$ cat src/rtl/team_06_pwm_pkg.sv
// Shared types and constants for the team_06 PWM audio DAC.
package team_06_pwm_pkg;

  typedef enum logic [1:0] {IDLE, RUN, DRAIN} state_t;

  localparam int PWM_BITS_DEF = 8;

  // Silence level for an unsigned, midscale-centred sample of the given width.
  function automatic int midscale(input int bits);
    return 1 << (bits - 1);
  endfunction

endpackage

$ cat src/rtl/team_06_pwm_counter.sv
// Free-running PWM period counter: counts while running, parks at zero when idle,
// and flags the last cycle of each period.
module team_06_pwm_counter #(
  parameter int PWM_BITS = 8
) (
  input  logic                clk,
  input  logic                rst,
  input  logic                run,
  output logic [PWM_BITS-1:0] cnt,
  output logic                wrap
);

  always_ff @(posedge clk) begin
    if (rst || !run) cnt <= '0;
    else             cnt <= cnt + PWM_BITS'(1);
  end

  assign wrap = run && (cnt == '1);

endmodule

$ cat src/rtl/team_06_pwm_dac.sv
// PWM audio DAC: holds the latest sample, reloads duty at each period boundary,
// drives the PWM pin. Optional mute ramp on stop/dropout: `define PWM_MUTE_RAMP_EN.
module team_06_pwm_dac
  import team_06_pwm_pkg::*;
#(
  parameter int PWM_BITS = PWM_BITS_DEF
) (
  input  logic                clk,
  input  logic                rst,
  input  logic [PWM_BITS-1:0] audio_in,
  input  logic                audio_valid,
  input  logic                enable,
  input  logic                clear_underrun,
  output logic                pwm_out,
  output logic                sample_tick,
  output logic                underrun,
  output logic                busy
);

  localparam logic [PWM_BITS-1:0] MID = PWM_BITS'(midscale(PWM_BITS));

  state_t              state, state_d;
  logic [PWM_BITS-1:0] cnt, duty, duty_d, hold, settle;
  logic                seen, run, boundary, ur_set, drain_done;

  assign run = (state != IDLE);

  team_06_pwm_counter #(.PWM_BITS(PWM_BITS)) u_cnt (
    .clk  (clk),
    .rst  (rst),
    .run  (run),
    .cnt  (cnt),
    .wrap (boundary)
  );

  // Duty value used when there is no fresh sample: either snap to silence or
  // walk one LSB toward it per period to avoid an audible step.
`ifdef PWM_MUTE_RAMP_EN
  always_comb begin
    settle = duty;
    if (duty > MID)      settle = duty - PWM_BITS'(1);
    else if (duty < MID) settle = duty + PWM_BITS'(1);
  end
  assign drain_done = (settle == MID);
`else
  assign settle     = MID;
  assign drain_done = 1'b1;
`endif

  always_comb begin
    state_d = state;
    duty_d  = duty;
    ur_set  = 1'b0;
    case (state)
      IDLE: begin
        duty_d = MID;
        if (enable) state_d = RUN;
      end
      RUN: begin
        if (boundary) begin
          // Same-cycle sample beats the held one: it is the latest.
          if (audio_valid)  duty_d = audio_in;
          else if (seen)    duty_d = hold;
          else begin
            duty_d = settle;
            ur_set = 1'b1;
          end
        end
        if (!enable) state_d = DRAIN;
      end
      DRAIN: begin
        if (boundary) duty_d = settle;
        if (enable)                        state_d = RUN;
        else if (boundary && drain_done)   state_d = IDLE;
      end
      default: state_d = IDLE;
    endcase
  end

  always_ff @(posedge clk) begin
    if (rst) begin
      state    <= IDLE;
      duty     <= MID;
      hold     <= MID;
      seen     <= 1'b0;
      pwm_out  <= 1'b0;
      underrun <= 1'b0;
    end else begin
      state   <= state_d;
      duty    <= duty_d;
      pwm_out <= run && (cnt < duty);
      if (audio_valid) hold <= audio_in;
      if (boundary)         seen <= 1'b0;
      else if (audio_valid) seen <= 1'b1;
      // A new underrun outranks a simultaneous clear.
      if (ur_set)              underrun <= 1'b1;
      else if (clear_underrun) underrun <= 1'b0;
    end
  end

  assign sample_tick = boundary;
  assign busy        = run;

endmodule

$ cat config.mk
export PLATFORM = sky130hd
export DESIGN_NAME = team_06_pwm_dac
export DESIGN_NICKNAME = d
export VERILOG_FILES = /design/src/rtl/team_06_pwm_pkg.sv /design/src/rtl/team_06_pwm_counter.sv /design/src/rtl/team_06_pwm_dac.sv
export SDC_FILE = /design/constraint.sdc
export NUM_CORES = 1
export LEC_CHECK = 0
export BUFFER_PORTS_ARGS = -buffer_cell sky130_fd_sc_hd__buf_2
export CAP_MARGIN = 0
export CORE_MARGIN = 4
export CORE_UTILIZATION = 50
export CTS_CLUSTER_DIAMETER = 60
export CTS_CLUSTER_SIZE = 20
export DETAILED_ROUTE_END_ITERATION = 10
export PLACE_DENSITY = 0.75
export REMOVE_ABC_BUFFERS = 1
export SYNTH_ARGS = -nofsm -noshare
export SYNTH_HDL_FRONTEND = slang
export SYNTH_HIERARCHICAL = 1
export SYNTH_SLANG_ARGS = --single-unit
$ cat constraint.sdc
create_clock -name clk -period 1.95 [get_ports clk]
set_input_delay 0.2925 -clock clk [delete_from_list [all_inputs] [get_ports clk]]
set_output_delay 0.2925 -clock clk [all_outputs]
set_load 0.05 [all_outputs]
==> results of run 1 <==
## power by group
group          leakage [uW]  internal [uW]  total (uW)  switching, uW
sequential         0.000238            611         622           11.0
clock             0.0000320            137         347            210
combinational      0.000344           37.7        96.3           58.6
total              0.000613            786        1070            280
## layer usage
| layer | up-vias | track usage, % |
|---|---|---|
| li1 | 541 | - |
| met1 | 478 | 20.16 |
| met2 | 23 | 24.29 |
| met3 | 8 | 6.754 |
| met4 | 0 | 7.767 |
| met5 | - | 0 |
## metrics by stage
stage | setup TNS (ns) | worst slack [ns] | total power, uW
4_1_cts | 0 | 0.04656 | 1078
2_1_floorplan | -10.15 | -1.017 | 693.4
3_3_place_gp | 0 | 0.2465 | 728.5
6_report | 0 | 0.1257 | 1066
5_1_grt | 0 | 0.01397 | 1118
3_5_place_dp | 0 | 0.1877 | 732.2
## cell usage in the layout (no fill, tap or decap), types with 2 or more instances in the layout
cell type,count
o21ai_0,5
nand3_1,3
xor2_1,2
nor2b_1,2
dfxtp_1,26
a22o_1,6
a211o_1,2
dfxtp_2,3
nor2_1,20
or3_1,3
clkbuf_4,5
buf_2,15
a211oi_1,2
buf_4,2
clkinv_2,2
nand2b_1,5
nor3_1,2
a21oi_1,12
nor3_2,2
inv_1,11
nand2_1,5
mux2i_1,7
ha_1,7
## worst register-to-register path, stage by stage, from the launching register on
cell,delay (ns)
dfxtp_2,0.36
ha_2,0.21
nand2_1,0.10
nor3_2,0.19
buf_4,0.16
nor2b_1,0.06
o21ai_2,0.21
nor2_4,0.09
a22o_1,0.25
## worst paths after layout
| path | to | cells after the start | start |
|---|---|---|---|
| setup reg to reg | duty[4]$_SDFFE_PP0P_ | 8 | u_cnt/cnt[0]$_SDFF_PP0_ |
| setup / recovery | sample_tick | 5 | u_cnt/cnt[0]$_SDFF_PP0_ |
| hold / removal | state[1]$_SDFFE_PP0P_ | 2 | enable |
| hold reg to reg | u_cnt/cnt[0]$_SDFF_PP0_ | 1 | u_cnt/cnt[0]$_SDFF_PP0_ |
## state kept, by name, indices dropped and copies added (netlist names)
| name | flops |
|---|---|
| duty | 8 |
| hold | 8 |
| u_cnt/cnt | 8 |
| state | 2 |
| pwm_out | 1 |
| seen | 1 |
| underrun | 1 |
## timing repair
action / 4_1_cts / 5_1_grt
setup endpoints to repair: 1 / 2
setup buffers: 0 / 0
gates resized for setup: 1 / 5
## cell type report
class / count / area [um2] / area share, %
Multi-Input combinational cell: 98 / 659.4 / 45.04
Clock inverter: 2 / 10.01 / 0.6838
Tap cell: 30 / 37.54 / 2.564
Timing Repair Buffer: 17 / 90.09 / 6.154
Sequential cell: 29 / 584.3 / 39.91
Clock buffer: 6 / 41.29 / 2.821
Inverter: 11 / 41.29 / 2.821
## kinds of logic after synthesis
family | synth area share [%]
compound gates | 16.16
xor+xnor | 2.008
buf+inv | 5.831
fa+ha+maj | 7.648
flops | 44.36
simple gates | 18.64
mux | 5.354
==> metrics.txt, run 1 <==
Tmin final=1.824 ns; post-detailed-route DRC marker count=0; Main synth FF type=dfxtp_1; CTS tree=done; met1 wire length=1.141 mm; WP data arrival=1.53 ns; Final Cell Area=0.001464 mm2; placed instance area=0.001399 mm2; PD cells=728.1 mW/mm2; Fmax=548.2 MHz; Chip Height=59.16 um; RSZ-0062 raised after global routing=no; met2 WL post-DR=1.126 mm; worst-margin pin slew=0.3508 ns; 1st-iter DRT viols=25; ys async rst share=0%; crit path capture type=output port; status=finished, final reports clean; # rows=18; post-synthesis sequential area ratio=44.36%; DP Wirelength=1.791 mm; vias in the first global route=982; Clock Latency Late Sink=0.33 ns; most used cell along the critical path=buf_4; fin nets=183; total CTS buffers=5; Yosys warnings=6; Cells after Synth=142; Slew HR=76.61%; CP Launch Type=flop; max-slew violations=0; cell with the most instances after synthesis=dfxtp_1; fillcell total=231; delay-heaviest family, CP=flip-flops; Cell Area, Synth=0.001309 mm2; Post-DRT Antenna Nets=0; share of cells above drive strength 1=20.86%; first-pass GRT wire length=4.195 mm; GRT overflow=0; vias per inst=5.440; Layout area overhead=11.85%; gpl congestion=0.7568; # setup viols final=0; final core occ=59.09%; Yosys reg bits=29; synth cell count leaders=dfxtp_1, nor2_1, a21oi_1; # diodes=0; core footprint=0.002477 mm2; routed vias=1,050; Crit path buffers/inverters=2; cts hold-fix bufs=0; Yosys top cell area share=44.36%; fin crit share=93.55%; flop-to-flop setup slack=0.24 ns; Data required, critical path=1.66 ns; I/O Pins=17; initial core utilization=52.83%; H-tree Lvls=2; Lkg Pwr=0.0006133 uW; Hold Path Class=input pin to flop; Top Layer Used=met4; met3 wire len=140 um; Fin Hold WS=0.1321 ns; maximum clock insertion buffer count=2; clk slew on worst S/H paths=0.09 ns; die area=0.003500 mm2; number of synthesized flops with an enable pin=0; Die W=59.16 um; Root Driver=clkbuf_4; crit-path cells=ha_2 > nand2_1 > nor3_2 > buf_4 > buf_4; MaxCap Viol Count=0; Pre-Repair DR Iteration Count=4; CP max FO=6; cell taking the most area after synthesis=dfxtp_1; WL/cell=12.70 um; placed cell count=185; Clock Skew=0.009099 ns; Clock Sink Count=29; fin cells=193; Crit Path Class=flop to output port; worst vdd ir=0.5889 mV; Total Wirelength=2.452 mm; CP max stage delay=0.36 ns; Syn Area/Cell=9.217 um2; Final Hold Violating Endpoints=0; synth unique cells=34; I/O Buffers=16; Area contributors post-synth=dfxtp_1, ha_1, nor2_1; Crit-path slowest cell=dfxtp_2; pin count of the biggest net entering global routing=17; GRT Total Usage=16.25%; initial antenna violation count=0
(Power assumes the default switching activity.)
==> run 2: changes to the inputs <==
--- a/config.mk
+++ b/config.mk
@@ -13,6 +13,7 @@
 export CTS_CLUSTER_SIZE = 20
 export DETAILED_ROUTE_END_ITERATION = 10
 export PLACE_DENSITY = 0.75
+export RECOVER_POWER = 100
 export REMOVE_ABC_BUFFERS = 1
 export SYNTH_ARGS = -nofsm -noshare
 export SYNTH_HDL_FRONTEND = slang
==> metrics.txt, run 2 (synthesized netlist as in run 1, its figures left out) <==
status=finished, final reports clean (unchanged); Layout area overhead=10.61% (was 11.85%); Post-DRT Antenna Nets=0 (unchanged); Sw Pwr=278.6 uW (was 279.9 uW); total power=1063 uW (was 1066 uW); CTS tree=done (unchanged); Total Wirelength=2.444 mm (was 2.452 mm); WL/cell=12.66 um (was 12.70 um); # diodes=0 (unchanged); MaxCap Viol Count=0 (unchanged); # rows=18 (unchanged); Data required, critical path=2.15 ns (was 1.66 ns); total CTS buffers=5 (unchanged); initial antenna violation count=0 (unchanged); Final Hold Violating Endpoints=0 (unchanged); post-CTS setup buffers=0 (unchanged); Pint=784.3 uW (was 785.9 uW); Clock Latency Late Sink=0.33 ns (about the same); biggest regs=duty: 8 flops, hold: 8 flops, u_cnt/cnt: 8 flops (unchanged); max-slew violations=0 (unchanged); PD cells=734.2 mW/mm2 (was 728.1 mW/mm2); Fmax=543.0 MHz (was 548.2 MHz); reg2reg start=state[0]$_SDFFE_PP0P_ (was u_cnt/cnt[0]$_SDFF_PP0_); clock network power share=32.7% (was 32.6%); I/O Pins=17 (unchanged); core footprint=0.002477 mm2 (unchanged); GRT Total Usage=16.25% (unchanged); Gate power share=8.8% (was 9.0%); initial core utilization=52.83% (unchanged); first-pass GRT wire length=4.195 mm (unchanged); H-tree Lvls=2 (unchanged); worst vdd ir=0.5898 mV (was 0.5889 mV); share of cells above drive strength 1=17.18% (was 20.86%); post-detailed-route DRC marker count=0 (unchanged); RSZ-0062 raised after global routing=no (unchanged); Hold Path Origin=enable (unchanged); Worst setup startpoint=state[0]$_SDFFE_PP0P_ (was u_cnt/cnt[0]$_SDFF_PP0_); # setup viols final=0 (unchanged); Chip Height=59.16 um (unchanged); most frequent cells in the layout=dfxtp_1, nor2_1, a21oi_1 (was dfxtp_1, nor2_1, buf_2); vias per inst=5.394 (was 5.440); crit path capture type=flop (was output port); Hold Path Class=input pin to flop (unchanged); Slew HR=44.51% (was 76.61%); 1st-iter DRT viols=24 (was 25); Crit Path Class=flop to flop (was flop to output port); CP Launch Type=flop (unchanged); Clock Sink Count=29 (unchanged); Seq pwr share=58.5% (was 58.4%); Clock Skew=0.008313 ns (was 0.009099 ns); vias in the first global route=982 (unchanged); WP data arrival=2.05 ns (was 1.53 ns); Lkg Pwr=0.0005979 uW (was 0.0006133 uW); routed vias=1,041 (was 1,050); die area=0.003500 mm2 (unchanged); maximum clock insertion buffer count=2 (unchanged); DP Wirelength=1.791 mm (unchanged); CP max FO=8 (was 6); Tmin final=1.842 ns (was 1.824 ns); clk slew on worst S/H paths=0.09 ns (about the same); pin count of the biggest net entering global routing=17 (unchanged); worst-margin pin slew=0.8323 ns (was 0.3508 ns); fin nets=183 (unchanged); Pre-Repair DR Iteration Count=4 (unchanged); Die W=59.16 um (unchanged); fin crit share=94.44% (was 93.55%); final core occ=58.43% (was 59.09%); commonest non-fill, non-tap cell in the layout=dfxtp_1 (unchanged); GRT overflow=0 (unchanged); gpl congestion=0.7568 (unchanged); sw frac=26.21% (was 26.26%); I/O Buffers=16 (unchanged); Root Driver=clkbuf_4 (unchanged)
## run 2: changes by cell type in the layout (fill, tap and decap cells not counted), sizes merged
cell,delta
buf,-4
clkbuf,+4
## run 2: through the flow
stage / setup slack, ns / instances / TNS [ns] / hold WS, ns / area, um2
floorplan: -1.017 / 138 / -10.15 / 0.3649 / 1274
global placement: 0.2465 / 185 / 0 / 0.4492 / 1399
detailed placement: 0.1877 / 185 / 0 / 0.4638 / 1399
CTS: 0.04656 / 193 / 0 / 0.1220 / 1453
global route: 0.007626 / 193 / 0 / 0.1369 / 1448
finish: 0.1083 / 193 / 0 / 0.1314 / 1448
## run 2: per-layer routing
layer | track usage [%] | vias up | wire length, um
met5 | 0 | - | 0
met4 | 7.767 | 0 | 43
met3 | 6.754 | 8 | 152
met2 | 24.29 | 20 | 1108
met1 | 20.16 | 473 | 1139
li1 | - | 540 | -
## run 2: area by class of cell
class	count	area (um2)
sequential	29	583.1
fill	231	1030
multi-input combinational	98	649.4
clock buffer	6	41.29
inverter	11	41.29
timing repair buffer	17	85.08
tap	30	37.54
clock inverter	2	10.01
## run 2: power by group through the flow
stage                     clock network, uW  logic, uW  registers (uW)
after global routing                    385        107             624
after global placement                    0       93.6             635
after CTS                               359       96.9             622
after detailed placement                  0       96.3             636
final                                   347       94.0             622
after floorplan                           0       56.5             637
## run 2: what timing repair did
action	4_1_cts	5_1_grt
resized for setup	1	5
hold buffers	0	0
endpoints found under the setup margin	1	2
## run 2: worst max-delay path, cell delays in order (launching register included)
cell	delay [ns]
dfxtp_1	0.37
or2_2	0.36
nand3_1	0.11
nor3_2	0.04
buf_4	0.15
nor2b_1	0.17
o21ai_2	0.10
nor2_2	0.29
o22ai_1	0.13
## run 2: worst paths after layout
path / endpoint / slack (ns) / depth (start not counted)
setup / recovery: duty[7]$_SDFFE_PP1P_ / 0.11 / 8
setup reg to reg: duty[7]$_SDFFE_PP1P_ / 0.11 / 8
hold / removal: state[1]$_SDFFE_PP0P_ / 0.13 / 2
hold reg to reg: u_cnt/cnt[0]$_SDFF_PP0_ / 0.43 / 1
